`src/rtl/sw_gate_lab.sv`:
```
// Switch-driven N-input gate with debounced mode/clear keys, rising-edge counter
// and seven-segment readout of the count and current gate mode.
module sw_gate_lab #(
    parameter int N_IN       = 2,
    parameter int DEB_CYCLES = 50000,
    parameter int CNT_W      = 8
) (
    input  logic              CLOCK_50,
    input  logic              RESET,
    input  logic [N_IN-1:0]   SW,
    input  logic              KEY_MODE,
    input  logic              KEY_CLR,
    output logic [N_IN-1:0]   LED_IN,
    output logic              LED_OUT,
    output logic [1:0]        MODE,
    output logic [CNT_W-1:0]  EDGE_CNT,
    output logic [6:0]        HEX0,
    output logic [6:0]        HEX1,
    output logic [6:0]        HEX5
);

    localparam int NB = N_IN + 2;
    localparam int KM = N_IN;
    localparam int KC = N_IN + 1;
    localparam int PW = $clog2(DEB_CYCLES);
    localparam logic [PW-1:0] PRE_MAX = PW'(DEB_CYCLES - 1);
    // Keys idle high (released), switches idle low.
    localparam logic [NB-1:0] RST_VAL = {2'b11, {N_IN{1'b0}}};

    typedef enum logic [1:0] {
        M_AND  = 2'd0,
        M_OR   = 2'd1,
        M_XOR  = 2'd2,
        M_NAND = 2'd3
    } mode_t;

    logic [NB-1:0]    raw;
    logic [NB-1:0]    sync1_q, sync1_d, sync2_q, sync2_d;
    logic [NB-1:0]    smp_q, smp_d, deb_q, deb_d;
    logic [1:0]       key_prev_q, key_prev_d;
    logic [PW-1:0]    pre_q, pre_d;
    mode_t            mode_q, mode_d;
    logic             led_out_q, led_out_d;
    logic [CNT_W-1:0] cnt_q, cnt_d;
    logic             tick, mode_press, clr_press, rise;
    logic [7:0]       cnt_byte;

    assign raw = {KEY_CLR, KEY_MODE, SW};

    always_ff @(posedge CLOCK_50 or posedge RESET) begin
        if (RESET) begin
            sync1_q    <= RST_VAL;
            sync2_q    <= RST_VAL;
            smp_q      <= RST_VAL;
            deb_q      <= RST_VAL;
            key_prev_q <= 2'b11;
            pre_q      <= '0;
            mode_q     <= M_AND;
            led_out_q  <= 1'b0;
            cnt_q      <= '0;
        end else begin
            sync1_q    <= sync1_d;
            sync2_q    <= sync2_d;
            smp_q      <= smp_d;
            deb_q      <= deb_d;
            key_prev_q <= key_prev_d;
            pre_q      <= pre_d;
            mode_q     <= mode_d;
            led_out_q  <= led_out_d;
            cnt_q      <= cnt_d;
        end
    end

    always_comb begin
        sync1_d    = raw;
        sync2_d    = sync1_q;
        tick       = (pre_q == PRE_MAX);
        pre_d      = tick ? '0 : pre_q + PW'(1);
        smp_d      = tick ? sync2_q : smp_q;
        deb_d      = deb_q;
        // A bit only moves when two consecutive tick samples agree.
        for (int i = 0; i < NB; i++) begin
            if (tick && (sync2_q[i] == smp_q[i])) begin
                deb_d[i] = sync2_q[i];
            end
        end
        key_prev_d = {deb_q[KC], deb_q[KM]};
        mode_press = key_prev_q[0] & ~deb_q[KM];
        clr_press  = key_prev_q[1] & ~deb_q[KC];

        mode_d = mode_q;
        if (mode_press) begin
            case (mode_q)
                M_AND:   mode_d = M_OR;
                M_OR:    mode_d = M_XOR;
                M_XOR:   mode_d = M_NAND;
                M_NAND:  mode_d = M_AND;
                default: mode_d = M_AND;
            endcase
        end

        led_out_d = 1'b0;
        case (mode_q)
            M_AND:   led_out_d = &deb_q[N_IN-1:0];
            M_OR:    led_out_d = |deb_q[N_IN-1:0];
            M_XOR:   led_out_d = ^deb_q[N_IN-1:0];
            M_NAND:  led_out_d = ~&deb_q[N_IN-1:0];
            default: led_out_d = 1'b0;
        endcase

        // Clear has priority over a coincident rising edge.
        rise = led_out_d & ~led_out_q;
        if (clr_press) begin
            cnt_d = '0;
        end else if (rise) begin
            cnt_d = cnt_q + CNT_W'(1);
        end else begin
            cnt_d = cnt_q;
        end
    end

    function automatic logic [6:0] seg7(input logic [3:0] v);
        logic [6:0] s;
        case (v)
            4'h0: s = 7'h40;
            4'h1: s = 7'h79;
            4'h2: s = 7'h24;
            4'h3: s = 7'h30;
            4'h4: s = 7'h19;
            4'h5: s = 7'h12;
            4'h6: s = 7'h02;
            4'h7: s = 7'h78;
            4'h8: s = 7'h00;
            4'h9: s = 7'h10;
            4'hA: s = 7'h08;
            4'hB: s = 7'h03;
            4'hC: s = 7'h46;
            4'hD: s = 7'h21;
            4'hE: s = 7'h06;
            default: s = 7'h0E;
        endcase
        return s;
    endfunction

    always_comb begin
        cnt_byte = '0;
        cnt_byte[CNT_W-1:0] = cnt_q;
    end

    assign LED_IN   = deb_q[N_IN-1:0];
    assign LED_OUT  = led_out_q;
    assign MODE     = mode_q;
    assign EDGE_CNT = cnt_q;
    assign HEX0     = seg7(cnt_byte[3:0]);
    assign HEX1     = seg7(cnt_byte[7:4]);
    assign HEX5     = seg7({2'b00, mode_q});

endmodule

```
`config.mk`:
```
export PLATFORM = sky130hd
export DESIGN_NAME = sw_gate_lab
export DESIGN_NICKNAME = d
export VERILOG_FILES = /design/src/rtl/sw_gate_lab.sv
export SDC_FILE = /design/constraint.sdc
export NUM_CORES = 1
export LEC_CHECK = 0
export ABC_AREA = 1
export CAP_MARGIN = 20
export CORE_AREA = 2 2 78 80
export CTS_CLUSTER_SIZE = 10
export DETAILED_ROUTE_END_ITERATION = 6
export DIE_AREA = 0 0 80 82
export GPL_ROUTABILITY_DRIVEN = 0
export PLACE_DENSITY = 0.73
export SETUP_SLACK_MARGIN = 0.2
export SYNTH_ARGS = -nofsm -noshare
export SYNTH_HDL_FRONTEND = slang
export SYNTH_SLANG_ARGS = --single-unit
```
`constraint.sdc`:
```
create_clock -name CLOCK_50 -period 1.8 [get_ports CLOCK_50]
set_input_delay 0.36 -clock CLOCK_50 [delete_from_list [all_inputs] [get_ports CLOCK_50]]
set_output_delay 0.36 -clock CLOCK_50 [all_outputs]
set_load 0.005 [all_outputs]
```
==> metrics.cfg, run 1 <==
[synthesis]
synth_top_flop_cell=dfrtp_1
syn_area_sq_um=2790
synth.ff_latch_count=45
synthDistinctLibCells=38
ys_warn_count=0
syn_inst=367
ys_seq_area_share_pct=40.8
synth_edf_count=0
ys_async_sr_fraction_pct=100
syn-num-nets=392
syn_avg_cell_area_sq_um=7.60

[sta]
period_share_pct=107
final.setup_skew_ns=0.00886
fmax_mhz=518
slew_violations=0
rsz0062_at_grt=yes
fin_tns_setup_ns=-0.846
fin_crit_ns=1.93
worst_slack_ns=-0.130
hold_viol_final=0
setup_viol=12

[setup_path]
crit_fanout=6
cp-start-kind=flop
end_kind=output pin
critPathKind=flop to output pin
arrival_ns=1.57
rrSetupSlack_ns=0.16
required_ns=1.44

[grt]
antenna_found_initial=0
track_usage_pct=22.3
grt_overflow=0
grt_max_degree=25
grt_pass1_wl_mm=11.5
grt_pass1_vias=2619

[power]
p_leak_nw=2.15
worst_ir_drop_vdd_uv=669
power_mw=1.72
power_density_nw_per_um2=398

[run_status]
violations=setup timing
status=finished with violations

[drt]
routed_wl_mm=7.96
drt-initial-drc-count=103
drcViolationCount=0
vias=2793
drt_pass1_iterations=4
viasPerCell=5.08
post_drt_wl_per_cell_um=14.5
ant_nets=0

[clocking]
clk_pin_slew_ns=0.09
numCtsBuffers=5
h-tree-depth=2
postCtsHoldBufs=0
clkSinkCount=45
cts_buffer_depth=2
cts_tree=done
root_buffer=clkbuf_8
clk_latency_ns=0.31

[finish]
drive_gt1_share_pct=44.0
ff_latch_area_sq_um=1150
insertedDiodeCount=0
final_cell_area_sq_um=4310
fin_cells=550
multiInputGateArea_sq_um=1800
final_nets=499
area_delta_synth_final_pct=54.4
fillCellCount=409

[placed_design]
dpl_cell_area_sq_um=3450
place_hpwl_mm=4.37
port_buffers=38
dpl_worst_slack_ns=-0.186
place_inst=501

[die]
dieHeight_um=82
start_util_pct=48.6
num_io_pins=40
num_rows=28
dieArea_sq_um=6560
core_sq_um=5750
die_x_um=80

[run]
drv_cap=0

[worst_hold_path]
hp-class=input port to asynchronous set/reset pin

## state kept, by name (all words and copies together) (netlist names)
register	cells
pre_q	16
EDGE_CNT	8
deb_q	4
smp_q	4
sync1_q	4
sync2_q	4
MODE	2
key_prev_q	2
LED_OUT	1
## report_power, final
part | switching (mW) | leakage, nW | internal (mW)
Combinational | 0.0258 | 1.55 | 0.0166
Clock | 0.367 | 0.0447 | 0.280
Sequential | 0.00277 | 0.558 | 1.02
Total | 0.396 | 2.15 | 1.32
## final cells by class
| class | count | area share, % |
|---|---|---|
| clock buffer | 5 | 1.60 |
| tap | 75 | 2.18 |
| clock inverter | 3 | 0.581 |
| inverter | 51 | 5.05 |
| multi-input combinational | 262 | 41.7 |
| timing repair buffer | 109 | 22.3 |
| sequential | 45 | 26.6 |
## stage by stage
stage,util (%),hold slack (ns)
5_1_grt,75.0,0.342
3_3_place_gp,60.0,0.334
6_report,75.0,0.317
4_1_cts,71.1,0.331
2_1_floorplan,-,0.331
3_5_place_dp,60.0,0.336
## critical path: stages, from the launching register on
cell	delay, ns
dfrtp_2	0.45
inv_2	0.08
buf_6	0.15
ha_4	0.16
a21oi_2	0.15
a22o_1	0.16
buf_2	0.11
## cells in the final DEF (no fill, tap or decap), drive strengths merged
cell and n:
dfstp 10, clkdlybuf4s50 6, xor2 5, nor3 4, nor3b 1, nor2 54, bufbuf 1, nand4 6
o211ai 1, a41oi 1, conb 1, clkinvlp 1, clkinv 4, buf 88, nand3 28, dlygate4sd2 7
dfrtp 35, dlymetal6s2s 2, o21ai 14, a22o 1, o22ai 1, clkdlybuf4s15 1, o21a 1, nand2 107
a211oi 1, o31ai 1, o2111ai 1, o21bai 1, inv 49, clkbuf 9, ha 19, a21boi 1
a21oi 13
## logic make-up after synthesis
kind of cell             count (synthesis)  synth area share [%]
AND/OR/NAND/NOR                        200                  31.9
adder cells (fa/ha/maj)                 19                  8.52
AO/OA/AOI/OAI                           37                  7.62
XOR/XNOR                                 5                  1.57
flip-flops                              45                  40.8
buffers and inverters                   60                  9.42
other                                    1                 0.134
## synth_stat cells, types with 2 or more instances
library cell  instances  share of area [%]
nand2_1              98                 13
nor2_1               49                6.6
inv_1                46                6.2
dfrtp_1              35                 31
nand3_1              26                4.7
ha_1                 19                8.5
a21oi_1              13                2.3
dfstp_2              10                9.4
o21ai_0               8                1.4
nand2_2               7                1.6
buf_4                 6                1.6
o21ai_1               6                1.1
nand4_1               5                1.1
xor2_1                5                1.6
nor2_4                4                1.6
nor3_1                4               0.72
inv_2                 3               0.40
nand2_4               2               0.81
nand3_2               2               0.72
## metal layers
metal | GRT usage [%] | vias to the layer above | part of all wire (%)
met5 | 0 | - | 0
met4 | 8.81 | 0 | 3.0
met3 | 3.74 | 28 | 3.7
met2 | 41.3 | 86 | 54
met1 | 25.5 | 1306 | 39
li1 | - | 1373 | -
## what timing repair did
item / 4_1_cts / 5_1_grt
setup endpoints to repair: 39 / 33
pin swaps: 26 / 32
cloned: 1 / 0
gates resized for setup: 177 / 53
setup buffers: 30 / 10
## final timing paths
path	start	endpoint	cells past startpoint
worst max-delay path	EDGE_CNT[4]$_DFFE_PP0P_	HEX1[4]	6
worst min-delay path	RESET	EDGE_CNT[7]$_DFFE_PP0P_	2
worst max register to register	EDGE_CNT[0]$_DFFE_PP0P_	EDGE_CNT[4]$_DFFE_PP0P_	12
worst min register to register	sync1_q[0]$_DFF_PP0_	sync2_q[0]$_DFF_PP0_	0
max in group asynchronous	RESET	key_prev_q[0]$_DFF_PP1_	3
min in group CLOCK_50	sync1_q[0]$_DFF_PP0_	sync2_q[0]$_DFF_PP0_	0
Note: power is estimated with default switching activity, not from simulation.
==> inputs of run 2 (changes only) <==
--- a/config.mk
+++ b/config.mk
@@ -5,14 +5,14 @@
 export SDC_FILE = /design/constraint.sdc
 export NUM_CORES = 1
 export LEC_CHECK = 0
-export ABC_AREA = 1
 export CAP_MARGIN = 20
-export CORE_AREA = 2 2 78 80
+export CORE_AREA = 2 2 74 76
+export CTS_CLUSTER_DIAMETER = 100
 export CTS_CLUSTER_SIZE = 10
 export DETAILED_ROUTE_END_ITERATION = 6
-export DIE_AREA = 0 0 80 82
+export DIE_AREA = 0 0 76 78
 export GPL_ROUTABILITY_DRIVEN = 0
-export PLACE_DENSITY = 0.73
+export PLACE_DENSITY = 0.74
 export SETUP_SLACK_MARGIN = 0.2
 export SYNTH_ARGS = -nofsm -noshare
 export SYNTH_HDL_FRONTEND = slang
==> run 2 against run 1 <==
Net effect: the flow still finishes with violations (setup timing); clock skew grew 0.0072 ns; register-to-register slack got worse by 0.29 ns; sequential power about the same; worst setup slack lost 0.21 ns; hold slack better by 0.036 ns; non-clock buffer count rose by 14; sequential cell count did not move; critical endpoint is now HEX0[3]; highest routed layer unchanged.
==> metrics.cfg, run 2 <==
[grt]
grt_max_degree=46  ; +84%
grt_overflow=0  ; unchanged
antenna_found_initial=0  ; unchanged
track_usage_pct=25.0  ; +2.8 points
grt_pass1_wl_mm=11.7  ; +1.6%
grt_pass1_vias=2437  ; -6.9%

[setup_path]
cp-start-kind=flop
crit_path_top_delay_cell=dfrtp_2
path_cells=buf_6, ha_4, buf_6, mux4_2, buf_2
end_kind=output pin
crit_fanout=3  ; -3
required_ns=1.44  ; about the same
slowest_delay_ns=0.47  ; +0.02 ns
critPathKind=flop to output pin
arrival_ns=1.78  ; +0.21 ns
crit_path_frequent_cell=buf_6

[synthesis]
ys_top_cells_by_area=dfrtp_1 (35%), dfstp_2 (10%), ha_1 (9.5%), inv_1 (3.3%), nor2_1 (3.3%)
synth.ff_latch_count=45  ; unchanged
synthDistinctLibCells=43  ; +13%
syn_avg_cell_area_sq_um=9.78  ; +29%
ys_warn_count=0  ; unchanged
ys_seq_area_share_pct=45.3  ; +4.5 points
synth_top_flop_cell=dfrtp_1
synth_edf_count=0  ; unchanged
yosysTopAreaCell=dfrtp_1
synth.most_common_cell=dfrtp_1
syn-num-nets=282  ; -28%
ys_async_sr_fraction_pct=100  ; unchanged
yosysTopAreaCellShare_pct=34.8  ; +3.5 points
syn_area_sq_um=2510  ; -9.9%
synthTopCellsByCount=dfrtp_1 (35), inv_1 (22), nor2_1 (22)
syn_inst=257  ; -30%

[power]
power_mw=1.81  ; +5.8%
worst_ir_drop_vdd_uv=476  ; -29%
p_leak_nw=1.87  ; -13%
power_density_nw_per_um2=433  ; +8.7%

[sta]
hold_viol_final=0  ; unchanged
final.setup_skew_ns=0.0160  ; +0.00717 ns
fin_tns_setup_ns=-2.71  ; -1.86 ns
worst_slack_ns=-0.344  ; -0.214 ns
fin_crit_ns=2.14  ; +0.214 ns
fmax_mhz=466  ; -10%
period_share_pct=119  ; +12 points
setup_viol=23  ; +11
rsz0062_at_grt=yes
slew_violations=0  ; unchanged

[finish]
fillCellCount=276  ; -33%
top_register=pre_q
multiInputGateArea_sq_um=1640  ; -8.4%
final_cell_mix=buf_4 (47), buf_6 (44), dfrtp_1 (28), nor2_1 (18)
final_cell_area_sq_um=4190  ; -2.7%
drive_gt1_share_pct=55.1  ; +11 points
area_delta_synth_final_pct=66.7
ff_latch_area_sq_um=1150  ; unchanged
final_common_cell=buf_4
insertedDiodeCount=0  ; unchanged
final_util_pct=83.1  ; +8.1 points
final_nets=399  ; -20%
largest_reg_flops=16  ; unchanged

[drt]
post_drt_wl_per_cell_um=18.9  ; +31%
drt-initial-drc-count=132  ; +28%
viasPerCell=5.67  ; +12%
drt_pass1_iterations=5  ; +1
drcViolationCount=0  ; unchanged
routed_wl_mm=8.41  ; +5.7%
ant_nets=0  ; unchanged
vias=2519  ; -9.8%

[die]
die_x_um=76  ; -5.0%
start_util_pct=49.9  ; +1.3 points
num_rows=26  ; -7.1%
dieArea_sq_um=5930  ; -9.6%
num_io_pins=40  ; unchanged
dieHeight_um=78  ; -4.9%
core_sq_um=5040  ; -12%

[clocking]
clk_pin_slew_ns=0.09  ; about the same
clk_latency_ns=0.31  ; about the same
postCtsHoldBufs=0  ; unchanged
cts_tree=done
clkSinkCount=45  ; unchanged
cts_buffer_depth=2  ; unchanged
h-tree-depth=2  ; unchanged
root_buffer=clkbuf_8
numCtsBuffers=5  ; unchanged

[placed_design]
port_buffers=38  ; unchanged
place_hpwl_mm=3.76  ; -14%
dpl_cell_area_sq_um=3190  ; -7.5%

[run_status]
status=finished with violations
violations=setup timing

[worst_hold_path]
hp-class=flop to flop

[run]
drv_cap=0  ; unchanged

==> run 2: path summary, 6_finish.rpt <==
| kind | start | slack, ns | depth (start not counted) | endpoint |
|---|---|---|---|---|
| min in group asynchronous | RESET | 0.39 | 3 | EDGE_CNT[6]$_DFFE_PP0P_ |
| min | sync1_q[1]$_DFF_PP0_ | 0.35 | 0 | sync2_q[1]$_DFF_PP0_ |
| max in group asynchronous | RESET | 1.12 | 3 | smp_q[2]$_DFFE_PP1N_ |
| min reg2reg | sync1_q[1]$_DFF_PP0_ | 0.35 | 0 | sync2_q[1]$_DFF_PP0_ |
| max | EDGE_CNT[0]$_DFFE_PP0P_ | -0.34 | 5 | HEX0[3] |
| max reg2reg | MODE[1]$_DFFE_PP0P_ | -0.13 | 11 | EDGE_CNT[1]$_DFFE_PP0P_ |
==> run 2: cell families after synthesis <==
| logic type | synth area share (%) |
|---|---|
| AOI/OAI and AO/OA | 11.3 |
| xor gates and xnor gates | 4.53 |
| adders and majority gates | 9.46 |
| buffers and inverters | 6.02 |
| DFF | 45.3 |
| muxes | 4.63 |
| other | 0.149 |
| and+or+nand+nor | 18.6 |
==> run 2: report_power, final <==
part | switching, mW | internal, mW
Sequential | 0.00414 | 1.02
Clock | 0.348 | 0.404
Combinational | 0.0217 | 0.0142
Total | 0.373 | 1.44
==> run 2: repair_timing <==
action,4_1_cts,5_1_grt
resized for setup,190,50
pin swaps,29,23
cloned,1,0
endpoints found under the setup margin,39,43
setup buffers,42,13
==> run 2: stage by stage <==
step | worst slack [ns] | hold slack (ns) | std cells
6_report | -0.344 | 0.353 | 444
5_1_grt | -0.359 | 0.363 | 444
4_1_cts | -0.265 | 0.356 | 431
3_5_place_dp | -0.302 | 0.337 | 381
3_3_place_gp | -0.269 | 0.333 | 381
2_1_floorplan | 0.144 | 0.331 | 257
==> run 2: layout make-up <==
class	instances	area share, %
clock buffer	5	1.64
clock inverter	2	0.836
inverter	22	2.51
multi-input combinational	177	39.2
sequential	45	27.4
tap	70	2.09
timing repair buffer	123	26.3
==> run 2: worst max-delay path: cells and delay by family (launching register included) <==
kind | cells | cell delay [ns]
flops | 1 | 0.47
buf+inv | 3 | 0.39
mux | 1 | 0.45
fa+ha+maj | 1 | 0.15
==> run 2: metal layers <==
metal  track usage [%]  vias to the layer above  part of all wire, %
met5                 0                        -                    0
met4              15.6                        0                  4.7
met3              5.00                       35                  5.2
met2              46.1                      121                   54
met1              26.3                     1244                   36
li1                  -                     1119                    -
==> inputs of run 3 (changes only) <==
--- a/config.mk
+++ b/config.mk
@@ -5,7 +5,7 @@
 export SDC_FILE = /design/constraint.sdc
 export NUM_CORES = 1
 export LEC_CHECK = 0
-export CAP_MARGIN = 20
+export CAP_MARGIN = 15
 export CORE_AREA = 2 2 74 76
 export CTS_CLUSTER_DIAMETER = 100
 export CTS_CLUSTER_SIZE = 10
@@ -13,7 +13,6 @@
 export DIE_AREA = 0 0 76 78
 export GPL_ROUTABILITY_DRIVEN = 0
 export PLACE_DENSITY = 0.74
-export SETUP_SLACK_MARGIN = 0.2
 export SYNTH_ARGS = -nofsm -noshare
 export SYNTH_HDL_FRONTEND = slang
 export SYNTH_SLANG_ARGS = --single-unit
==> constraint.sdc (replaced) <==
create_clock -name CLOCK_50 -period 2.72 [get_ports CLOCK_50]
set_input_delay 0.544 -clock CLOCK_50 [delete_from_list [all_inputs] [get_ports CLOCK_50]]
set_output_delay 0.544 -clock CLOCK_50 [all_outputs]
set_load 0.005 [all_outputs]
==> run 3 against run 2 <==
Net effect: the flow now finishes without violations; non-clock buffer count decreased by 76; register-to-register slack improved by 0.91 ns; combinational power decreased by 43%; via count decreased by 24%; design area decreased by 26%; clock power decreased by 42%; power decreased by 37%; routed wire length decreased by 47%; sequential power decreased by 34%; critical endpoint unchanged; largest power group unchanged.
==> metrics.cfg, run 3 (synthesis results as in run 2) <==
[run_status]
status=finished clean

[finish]
final_cell_mix=clkdlybuf4s50_1 (37), dfrtp_1 (32), nor2_1 (22), inv_1 (19), ha_1 (18)
area_delta_synth_final_pct=22.9
final_nets=323  ; -19%
drive_gt1_share_pct=13.0  ; -42 points
final_common_cell=clkdlybuf4s50_1
final_cell_area_sq_um=3090  ; -26%
top_register=pre_q
largest_reg_flops=16  ; unchanged
fin_cells=369  ; -17%
insertedDiodeCount=0  ; unchanged

[clocking]
clkSinkCount=45  ; unchanged
cts_tree=done
numCtsBuffers=5  ; unchanged
clk_pin_slew_ns=0.09  ; about the same
root_buffer=clkbuf_8
postCtsHoldBufs=0  ; unchanged
cts_buffer_depth=2  ; unchanged
h-tree-depth=2  ; unchanged
clk_latency_ns=0.29  ; -0.02 ns

[worst_hold_path]
hp-class=flop to flop

[drt]
viasPerCell=5.19  ; -8.5%
drt-initial-drc-count=94  ; -29%
routed_wl_mm=4.49  ; -47%
drcViolationCount=0  ; unchanged
vias=1915  ; -24%
drt_pass1_iterations=4  ; -1
post_drt_wl_per_cell_um=12.2  ; -36%
ant_nets=0  ; unchanged

[die]
die_x_um=76  ; unchanged
num_rows=26  ; unchanged
dieHeight_um=78  ; unchanged
dieArea_sq_um=5930  ; unchanged
num_io_pins=40  ; unchanged
core_sq_um=5040  ; unchanged
start_util_pct=49.9  ; unchanged

[grt]
grt_pass1_vias=1778  ; -27%
grt_max_degree=46  ; unchanged
track_usage_pct=15.9  ; -9.2 points
grt_pass1_wl_mm=7.78  ; -33%
grt_overflow=0  ; unchanged
antenna_found_initial=0  ; unchanged

[sta]
fmax_mhz=382
rsz0062_at_grt=no
final.setup_skew_ns=0.00227  ; -0.0138 ns
fin_crit_ns=2.62
hold_viol_final=0  ; unchanged
hold_ws_ns=0.357  ; +0.00437 ns
setup_viol=0  ; -100%
worst_pin_slew_ns=0.601
max_slew_margin_pct=59.6
fin_tns_setup_ns=0  ; +2.71 ns
period_share_pct=96.1
slew_violations=0  ; unchanged

[setup_path]
critPathKind=flop to output pin
arrival_ns=2.07  ; +0.29 ns
cp-start-kind=flop
required_ns=2.18  ; +0.74 ns
crit_fanout=6  ; +3
end_kind=output pin

[placed_design]
port_buffers=38  ; unchanged
place_hpwl_mm=3.32  ; -12%
dpl_cell_area_sq_um=2940  ; -7.8%
place_inst=356  ; -6.6%

[run]
drv_cap=0  ; unchanged

[power]
power_density_nw_per_um2=367  ; -15%
p_leak_nw=1.30  ; -31%
worst_ir_drop_vdd_uv=375  ; -21%
power_mw=1.13  ; -37%

run 3: what timing repair did:
item,CTS,global route
setup endpoints to repair,3,4
setup buffers,0,5
cloned,0,0
gates resized for setup,3,5
run 3: layout make-up:
class | count | area (sq um)
Clock inverter | 3 | 28.8
Fill cell | 433 | 1950
Sequential cell | 45 | 1140
Inverter | 22 | 85.1
Multi-Input combinational cell | 177 | 1230
Tap cell | 70 | 87.6
Timing Repair Buffer | 47 | 450
Clock buffer | 5 | 68.8
run 3: per-layer routing:
metal  up-vias  GRT usage (%)  part of all wire (%)
met5         -              0                     0
met2        44           28.3                    49
li1        972              -                     -
met3         2           3.37                   3.6
met1       897           19.9                    47
met4         0           3.64                  0.42
run 3: path summary, 6_finish.rpt:
check	start	endpoint	slack (ns)	depth (start not counted)
min in group asynchronous	RESET	EDGE_CNT[1]$_DFFE_PP0P_	0.68	3
max	EDGE_CNT[0]$_DFFE_PP0P_	HEX0[3]	0.10	5
min reg2reg	sync1_q[1]$_DFF_PP0_	sync2_q[1]$_DFF_PP0_	0.36	0
min	sync1_q[1]$_DFF_PP0_	sync2_q[1]$_DFF_PP0_	0.36	0
max in group asynchronous	RESET	EDGE_CNT[5]$_DFFE_PP0P_	1.65	3
max reg2reg	MODE[0]$_DFFE_PP0P_	EDGE_CNT[6]$_DFFE_PP0P_	0.78	6
run 3: metrics by stage:
| step | setup WS (ns) | utilization [%] |
|---|---|---|
| global placement | 0.284 | 58.4 |
| floorplan | 0.796 | - |
| CTS | 0.00297 | 60.3 |
| global route | 0.0472 | 61.3 |
| finish | 0.105 | 61.3 |
| detailed placement | 0.237 | 58.4 |
run 3: critical path, stage by stage (launching register included):
cell and delay (ns):
dfrtp_2 0.45, inv_4 0.07, ha_1 0.30, inv_1 0.07, mux4_2 0.44, clkdlybuf4s50_1 0.45
run 3: power by group:
group	internal (mW)	total (mW)	switching, mW
clock	0.194	0.435	0.241
sequential	0.677	0.680	0.00257
combinational	0.00734	0.0205	0.0131
total	0.878	1.13	0.257
